$ cat config.mk
export PLATFORM = sky130hd
export DESIGN_NAME = axi_slave_mux_rn
export DESIGN_NICKNAME = d
export VERILOG_FILES = /design/src/rtl/axi_slave_mux_rn.sv
export SDC_FILE = /design/constraint.sdc
export NUM_CORES = 1
export LEC_CHECK = 0
export CAP_MARGIN = 20
export CORE_AREA = 2 2 204 206
export DETAILED_ROUTE_END_ITERATION = 16
export DIE_AREA = 0 0 206 208
export PLACE_DENSITY_LB_ADDON = 0.25
export SLEW_MARGIN = 15
export SYNTH_ARGS = -nofsm -noshare
export SYNTH_HDL_FRONTEND = slang
export SYNTH_SLANG_ARGS = --single-unit
$ cat constraint.sdc
create_clock -name ACLK -period 1.75 [get_ports ACLK]
set_input_delay 0.2625 -clock ACLK [delete_from_list [all_inputs] [get_ports ACLK]]
set_output_delay 0.2625 -clock ACLK [all_outputs]
set_load 0.1 [all_outputs]
$ cat src/rtl/axi_slave_mux_rn.sv
// AXI read-path 1:N slave mux with address decode and DECERR responder.
// Exactly one burst in flight; unmapped reads are answered locally.
module axi_slave_mux_rn #(
    parameter int DATA_WIDTH = 128,
    parameter int ADDR_WIDTH = 32,
    parameter int ID_WIDTH   = 4,
    parameter int USER_WIDTH = 1,
    parameter int NUM_SLAVES = 2,
    parameter logic [NUM_SLAVES*ADDR_WIDTH-1:0] SLV_BASE =
        {32'h1000_0000, 32'h0000_0000},
    parameter logic [NUM_SLAVES*ADDR_WIDTH-1:0] SLV_MASK =
        {32'h0FFF_FFFF, 32'h0FFF_FFFF}
) (
    input  logic                           ACLK,
    input  logic                           ARESETn,
    input  logic [ID_WIDTH-1:0]            m_ARID,
    input  logic [ADDR_WIDTH-1:0]          m_ARADDR,
    input  logic [7:0]                     m_ARLEN,
    input  logic                           m_ARVALID,
    output logic                           m_ARREADY,
    output logic [ID_WIDTH-1:0]            m_RID,
    output logic [DATA_WIDTH-1:0]          m_RDATA,
    output logic [1:0]                     m_RRESP,
    output logic                           m_RLAST,
    output logic [USER_WIDTH-1:0]          m_RUSER,
    output logic                           m_RVALID,
    input  logic                           m_RREADY,
    output logic [ID_WIDTH-1:0]            s_ARID,
    output logic [ADDR_WIDTH-1:0]          s_ARADDR,
    output logic [7:0]                     s_ARLEN,
    output logic [NUM_SLAVES-1:0]          s_ARVALID,
    input  logic [NUM_SLAVES-1:0]          s_ARREADY,
    input  logic [NUM_SLAVES*ID_WIDTH-1:0] s_RID,
    input  logic [NUM_SLAVES*DATA_WIDTH-1:0] s_RDATA,
    input  logic [NUM_SLAVES*2-1:0]        s_RRESP,
    input  logic [NUM_SLAVES-1:0]          s_RLAST,
    input  logic [NUM_SLAVES*USER_WIDTH-1:0] s_RUSER,
    input  logic [NUM_SLAVES-1:0]          s_RVALID,
    output logic [NUM_SLAVES-1:0]          s_RREADY,
    output logic                           busy,
    output logic [15:0]                    decerr_cnt
);

    typedef enum logic [1:0] {
        IDLE   = 2'd0,
        ROUTE  = 2'd1,
        DECERR = 2'd2
    } state_t;

    state_t              state_q, state_d;
    logic [1:0]          sel_q, sel_d;
    logic [ID_WIDTH-1:0] arid_q, arid_d;
    logic [7:0]          arlen_q, arlen_d;
    logic [8:0]          beat_q, beat_d;
    logic [15:0]         cnt_q, cnt_d;

    logic                  hit;
    logic [1:0]            hit_idx;
    logic                  ar_rdy;
    logic [NUM_SLAVES-1:0] arv;
    logic [NUM_SLAVES-1:0] rrdy;
    logic                  r_valid;
    logic                  r_last;
    logic [ID_WIDTH-1:0]   r_id;
    logic [DATA_WIDTH-1:0] r_data;
    logic [1:0]            r_resp;
    logic [USER_WIDTH-1:0] r_user;

    logic                  sl_valid;
    logic                  sl_last;
    logic [ID_WIDTH-1:0]   sl_id;
    logic [DATA_WIDTH-1:0] sl_data;
    logic [1:0]            sl_resp;
    logic [USER_WIDTH-1:0] sl_user;

    // Descending scan so the lowest matching index is the last to win.
    always_comb begin
        hit     = 1'b0;
        hit_idx = '0;
        for (int i = NUM_SLAVES - 1; i >= 0; i--) begin
            if ((m_ARADDR & ~SLV_MASK[i*ADDR_WIDTH +: ADDR_WIDTH])
                == SLV_BASE[i*ADDR_WIDTH +: ADDR_WIDTH]) begin
                hit     = 1'b1;
                hit_idx = 2'(i);
            end
        end
    end

    always_comb begin
        sl_valid = 1'b0;
        sl_last  = 1'b0;
        sl_id    = '0;
        sl_data  = '0;
        sl_resp  = '0;
        sl_user  = '0;
        for (int i = 0; i < NUM_SLAVES; i++) begin
            if (sel_q == 2'(i)) begin
                sl_valid = s_RVALID[i];
                sl_last  = s_RLAST[i];
                sl_id    = s_RID[i*ID_WIDTH +: ID_WIDTH];
                sl_data  = s_RDATA[i*DATA_WIDTH +: DATA_WIDTH];
                sl_resp  = s_RRESP[i*2 +: 2];
                sl_user  = s_RUSER[i*USER_WIDTH +: USER_WIDTH];
            end
        end
    end

    always_comb begin
        state_d = state_q;
        sel_d   = sel_q;
        arid_d  = arid_q;
        arlen_d = arlen_q;
        beat_d  = beat_q;
        cnt_d   = cnt_q;
        ar_rdy  = 1'b0;
        arv     = '0;
        rrdy    = '0;
        r_valid = 1'b0;
        r_last  = 1'b0;
        r_id    = '0;
        r_data  = '0;
        r_resp  = '0;
        r_user  = '0;
        unique case (state_q)
            IDLE: begin
                if (hit) begin
                    for (int i = 0; i < NUM_SLAVES; i++) begin
                        if (hit_idx == 2'(i)) begin
                            arv[i] = m_ARVALID;
                            ar_rdy = s_ARREADY[i];
                        end
                    end
                end else begin
                    ar_rdy = 1'b1;
                end
                if (m_ARVALID && ar_rdy) begin
                    sel_d   = hit_idx;
                    arid_d  = m_ARID;
                    arlen_d = m_ARLEN;
                    beat_d  = '0;
                    if (hit) begin
                        state_d = ROUTE;
                    end else begin
                        state_d = DECERR;
                        if (cnt_q != 16'hFFFF) begin
                            cnt_d = cnt_q + 16'd1;
                        end
                    end
                end
            end
            ROUTE: begin
                r_valid = sl_valid;
                r_last  = sl_last;
                r_id    = sl_id;
                r_data  = sl_data;
                r_resp  = sl_resp;
                r_user  = sl_user;
                for (int i = 0; i < NUM_SLAVES; i++) begin
                    if (sel_q == 2'(i)) begin
                        rrdy[i] = m_RREADY;
                    end
                end
                if (sl_valid && m_RREADY && sl_last) begin
                    state_d = IDLE;
                end
            end
            DECERR: begin
                r_valid = 1'b1;
                r_resp  = 2'b11;
                r_id    = arid_q;
                r_last  = (beat_q == {1'b0, arlen_q});
                if (m_RREADY) begin
                    if (r_last) begin
                        state_d = IDLE;
                        beat_d  = '0;
                    end else begin
                        beat_d = beat_q + 9'd1;
                    end
                end
            end
            default: begin
                state_d = IDLE;
            end
        endcase
    end

    always_ff @(posedge ACLK) begin
        if (!ARESETn) begin
            state_q <= IDLE;
            sel_q   <= '0;
            arid_q  <= '0;
            arlen_q <= '0;
            beat_q  <= '0;
            cnt_q   <= '0;
        end else begin
            state_q <= state_d;
            sel_q   <= sel_d;
            arid_q  <= arid_d;
            arlen_q <= arlen_d;
            beat_q  <= beat_d;
            cnt_q   <= cnt_d;
        end
    end

    // Handshake strobes are masked while reset is held, even between edges.
    assign m_ARREADY  = ARESETn & ar_rdy;
    assign s_ARVALID  = {NUM_SLAVES{ARESETn}} & arv;
    assign s_RREADY   = {NUM_SLAVES{ARESETn}} & rrdy;
    assign m_RVALID   = ARESETn & r_valid;
    assign m_RLAST    = r_last;
    assign m_RID      = r_id;
    assign m_RDATA    = r_data;
    assign m_RRESP    = r_resp;
    assign m_RUSER    = r_user;
    assign s_ARID     = m_ARID;
    assign s_ARADDR   = m_ARADDR;
    assign s_ARLEN    = m_ARLEN;
    assign busy       = (state_q != IDLE);
    assign decerr_cnt = cnt_q;

endmodule

# After elaboration in Yosys (flattened, before gate mapping)
# Index checks and enable logic that the tools add are counted.
# totals
in_bits,324
wordCells,81
ff_bits,41
out_inout_bits,203
# op_classes
mux,44
eq_ne,11
n_bitwise,5
addsub,2
n_reduce_logical,13
# ops
op,n
128-bit two-way mux,3
32-bit logical NOT,1
9-bit two-way mux,3
1-bit two-way mux,20
2-bit two-way mux,10
9-bit one-hot mux with 2 select lines,1
"16-bit by 1-bit adder with 16-bit output, second input constant",1
"16-bit inequality test, second input constant",1
"9-bit by 1-bit adder with 9-bit output, second input constant",1
9-bit by 8-bit == test with 1-bit output,1
4-bit two-way mux,2
"2-bit inequality test, second input constant",4
4-bit one-hot mux with 2 select lines,1
4-bit AND reduction,2
"2-bit by 1-bit == test with 1-bit output, second input constant",3
2-bit logical NOT,3
2-bit one-hot mux with 3 select lines,1
2-bit AND,2
"4-bit by 1-bit == test with 1-bit output, second input constant",1
1-bit one-hot mux with 2 select lines,2
2-bit one-hot mux with 2 select lines,1
2-bit nonzero test,2
1-bit logical AND,3
3-bit AND reduction,1
4 further kinds,5

# Depth between registers and ports, before layout
# logic_depth
word_depth,11
depth_mapped,9
depth_no_buf,7

# Worst setup path before layout
# No wires, ideal clock.
# synth_path
path_type,in2out
startpoint,input port m_ARADDR[29]
endpoint,output port s_ARVALID[0]
t_arrival_ns,3.637
required_ns,1.487
path_slack_ns,-2.150
stages,2
path_buffers,0
cell_sequence,or3_2 -> nor4_1
# synth_between
elab_chain_cells,8
elab_cells_between_ends,11
classes_between,eq/ne (1); mux (7); bitwise (1); reduce/logical (2)
# synth_lines
item,line,text
"start, declared",17,"input logic [ADDR_WIDTH-1:0] m_ARADDR,"
4-bit by 1-bit == test with 1-bit output,82,== SLV_BASE[i*ADDR_WIDTH +: ADDR_WIDTH]) begin
1-bit two-way mux (2 in series),81,if ((m_ARADDR & ~SLV_MASK[i*ADDR_WIDTH +: ADDR_WIDTH])
2-bit logical NOT,128,if (hit_idx == 2'(i)) begin
1-bit two-way mux,128,
2-bit two-way mux (*),126,if (hit) begin
2-bit two-way mux (*),124,unique case (state_q)
2-bit AND (*),207,assign s_ARVALID = {NUM_SLAVES{ARESETn}} & arv;
"end, declared",31,"output logic [NUM_SLAVES-1:0] s_ARVALID,"
# Mark *: on every way between the ends. The rest lies on a longest branch, timed or not.

# Final worst setup path
# layout_path
startpoint,register beat_q[4]
endpoint,output port m_RLAST
# layout_between
elab_chain_cells,2
# layout_lines
item,line,text
"start, declared",54,"logic [8:0] beat_q, beat_d;"
"start signal, assigned",200,beat_q <= beat_d;
9-bit by 8-bit == test with 1-bit output,171,"r_last = (beat_q == {1'b0, arlen_q});"
1-bit one-hot mux with 2 select lines,124,
"end, declared",24,"output logic m_RLAST,"
# Every way passes these cells.

==> flow_summary.ini <==
[finish]
final_core_util_pct = 39.23
antenna_cells = 0
areaGrowthSynthToFinish_pct = 227.6
drive_gt1_share_pct = 56.74
layout.nets = 1456

[critical_path]
path_class = register to primary output
rrSetupSlack_ns = -0.21
timing.rr.start = beat_q[4]
arrival_ns = 1.76
critPathMaxFanout = 2
setup.worst_path.end_class = primary output
reg2reg_depth = 10
rr_endpoint = state_q[0]
cp.required_ns = 1.49
start_kind = register

[synth]
ys_types = 52
synth-xor-area-share_pct = 3.788
yosys.area_share.simple_pct = 28.68
synth-compound-area-share_pct = 7.086
synth-async-reset-ratio_pct = 0
syn-mean-instance-area_sq_um = 8.134
seq_area_frac_synth_pct = 16.49
synthAdderAreaFrac_pct = 1.288
synth_top_family_by_area = multiplexers
ys_ff_latch = 40
synthFlopType = dfxtp_1
synth_edf_count = 0
synthMuxAreaShare_pct = 31.33
yosysWarnings = 0
syn_nets = 926
synthesis.area_sq_mm = 0.004856
netlist_instances = 597

[global_routing]
use_met3_pct = 4.762
grt-busiest-layer = met2
gr-usage-met1_pct = 17.68
use_met2_pct = 26.63
antenna_found_initial = 4
gr-total-overflow = 0
grt_max_degree = 32
grt_pass1_wl_mm = 46.53
grt_use_total_pct = 14.88
grt_pass1_vias = 6585

[timing]
worstMarginPinSlew_ns = 0.4908
fin_ws_ns = -0.2696
hold-worst-slack_ns = 0.5144
rsz0062_at_grt = true
setup_violations = 162
hold_violations = 0
fin_crit_ns = 2.020
slew_headroom_pct = 67.25
fin_skew_ns = 0.006807
finalCritPeriodShare_pct = 115.4
finalMaxSlewViolations = 0
fmax_ghz = 0.4952

[pwr]
power_density_mw_per_mm2 = 529.8
vdd_ir_drop_max_uv = 429.8
p_leak_nw = 5.362
finalPower_w = 0.008429

[hold_path]
hold_path_class = register to register
worstHoldPathCells = 2
holdPathEnd = arlen_q[7]
min-delay-start = arlen_q[7]

[route]
drc = 0
wl_per_cell_um = 20.80
vias_per_cell = 3.867
ant_nets = 0
vias = 6420
first_pass_iters = 4
drt-total-wl_mm = 34.52
drt_iter0_drc = 168

[cts]
clk_transition_reported_paths_ns = 0.06
cts_max_level = 2
clock-sinks = 40
cts_hold_buf = 0
clock_latency_ns = 0.28
cts_tree = yes
cts_buffers = 5
root_buffer = clkbuf_16
cts_buffer_depth = 2

[floorplanning]
fp.coreArea_sq_mm = 0.04055
rows = 74
die_w_um = 206
dieArea_sq_mm = 0.04285
ios = 527
dieHeight_um = 208
initial_core_util_pct = 11.97

[place]
finalWeightedCongestion = 0.8118
place_ws_ns = -0.3409
io_buffers = 470
dp_hpwl_mm = 27.63

[outcome]
status = complete, but fails checks
violations = setup timing

[flow_run]
drv_cap = 0
Yosys cell counts (2+ instances only):
| library cell | number | area share (%) |
|---|---|---|
| nor2_1 | 32 | 2.5 |
| buf_4 | 45 | 7.0 |
| o32ai_1 | 2 | 0.36 |
| nand3_1 | 12 | 1.2 |
| buf_2 | 14 | 1.4 |
| xnor2_1 | 13 | 2.3 |
| dfxtp_1 | 40 | 16 |
| buf_6 | 2 | 0.46 |
| mux2_2 | 8 | 1.9 |
| o21ai_0 | 8 | 0.82 |
| and2_1 | 2 | 0.26 |
| and4_2 | 2 | 0.41 |
| nor3_2 | 2 | 0.41 |
| a22o_1 | 6 | 1.1 |
| nor3_1 | 5 | 0.52 |
| mux2i_1 | 143 | 29 |
| nor4_1 | 5 | 0.64 |
| ha_1 | 5 | 1.3 |
| inv_1 | 9 | 0.70 |
| nand4_1 | 7 | 0.90 |
| a21oi_1 | 14 | 1.4 |
| nor2b_1 | 141 | 18 |
| xor2_1 | 8 | 1.4 |
| clkbuf_1 | 22 | 1.7 |
| nand2_1 | 14 | 1.1 |
| a22oi_1 | 4 | 0.62 |
| and3_1 | 7 | 0.90 |
power by group:
| group | internal [W] | leakage (nW) | switching (W) |
|---|---|---|---|
| Combinational | 0.00314 | 4.94 | 0.00319 |
| Sequential | 0.000975 | 0.340 | 0.0000779 |
| Clock | 0.000657 | 0.0852 | 0.000384 |
| Total | 0.00478 | 5.36 | 0.00365 |
flip-flops by register name (all words and copies together), names as in the netlist:
name,cells
state_q,2
sel_q,1
arid_q,4
beat_q,9
arlen_q,8
decerr_cnt,16
through the flow:
step	std cells	cell area (sq um)	setup TNS [ns]
2_1_floorplan	597	6138	-4.277
3_3_place_gp	1596	13440	-8.795
3_5_place_dp	1596	13440	-9.788
4_1_cts	1646	15340	-28.81
5_1_grt	1660	15910	-38.38
6_report	1660	15910	-26.64
cell type report:
cell class / instances / area, sq um
clock buffer: 7 / 163.9
fill: 3854 / 24640
inverter: 9 / 33.78
multi-input combinational: 464 / 5802
clock inverter: 1 / 8.758
timing repair buffer: 607 / 8372
tap: 532 / 665.6
sequential: 40 / 863.3
how the worst max path moves through the flow:
stage               depth (start not counted)  slack [ns]    startpoint      endpoint
CTS                                         7       -0.29     beat_q[6]       m_RLAST
detailed placement                          6       -0.34  m_ARADDR[30]     beat_q[7]
global placement                            4       -0.31  m_ARADDR[30]  s_ARVALID[1]
floorplan                                   5       -0.41      sel_q[0]   m_RDATA[84]
global route                                7       -0.39     beat_q[4]       m_RLAST
finish                                      7       -0.27     beat_q[4]       m_RLAST
cell usage in the layout, fill, tap and decap left out, types with 7 or more instances in the layout:
cell type        Yosys  routed
clkdlybuf4s50_1      0     292
buf_12               0     200
nor2b_4              0     135
mux2i_1            143      61
mux2i_4              0      56
buf_4               45      48
buf_6                2      32
nor2_1              32      28
mux2i_2              0      26
dfxtp_1             40      16
clkbuf_16            0      14
xnor2_1             13      13
dfxtp_4              0      13
buf_8                0      13
nand2_1             14      11
dfxtp_2              0      11
buf_16               0      11
mux2_4               0       7
inv_1                9       7
xor2_1               8       7
nand4_1              7       7
nand3_1             12       7
a21oi_2              1       7
and3_1               7       7
cells by family (layout without fill, tap and decap cells):
logic type,after synthesis,count (layout)
xor+xnor,21,21
simple gates,238,238
buf+inv,93,624
compound gates,49,49
flops,40,40
mux,151,151
fa+ha+maj,5,5
worst max-delay path: stages, from the launching register on:
cell	delay [ns]
dfxtp_2	0.32
xor2_1	0.17
nor4_2	0.28
buf_4	0.18
nand3_4	0.06
o21ai_2	0.13
and2_4	0.16
buf_12	0.17
what timing repair did:
action,4_1_cts,5_1_grt
cloned,10,8
buffers inserted,36,13
resized for setup,245,74
setup endpoints to repair,174,180
pin swaps,25,29
metal layers:
metal / wire, um / vias up / part of all wire (%)
met5: 39 / - / 0.11
met3: 3048 / 24 / 8.8
li1: - / 3085 / -
met4: 430 / 6 / 1.2
met2: 17330 / 278 / 50
met1: 13680 / 3027 / 40
Note: power is estimated with default switching activity, not from simulation.
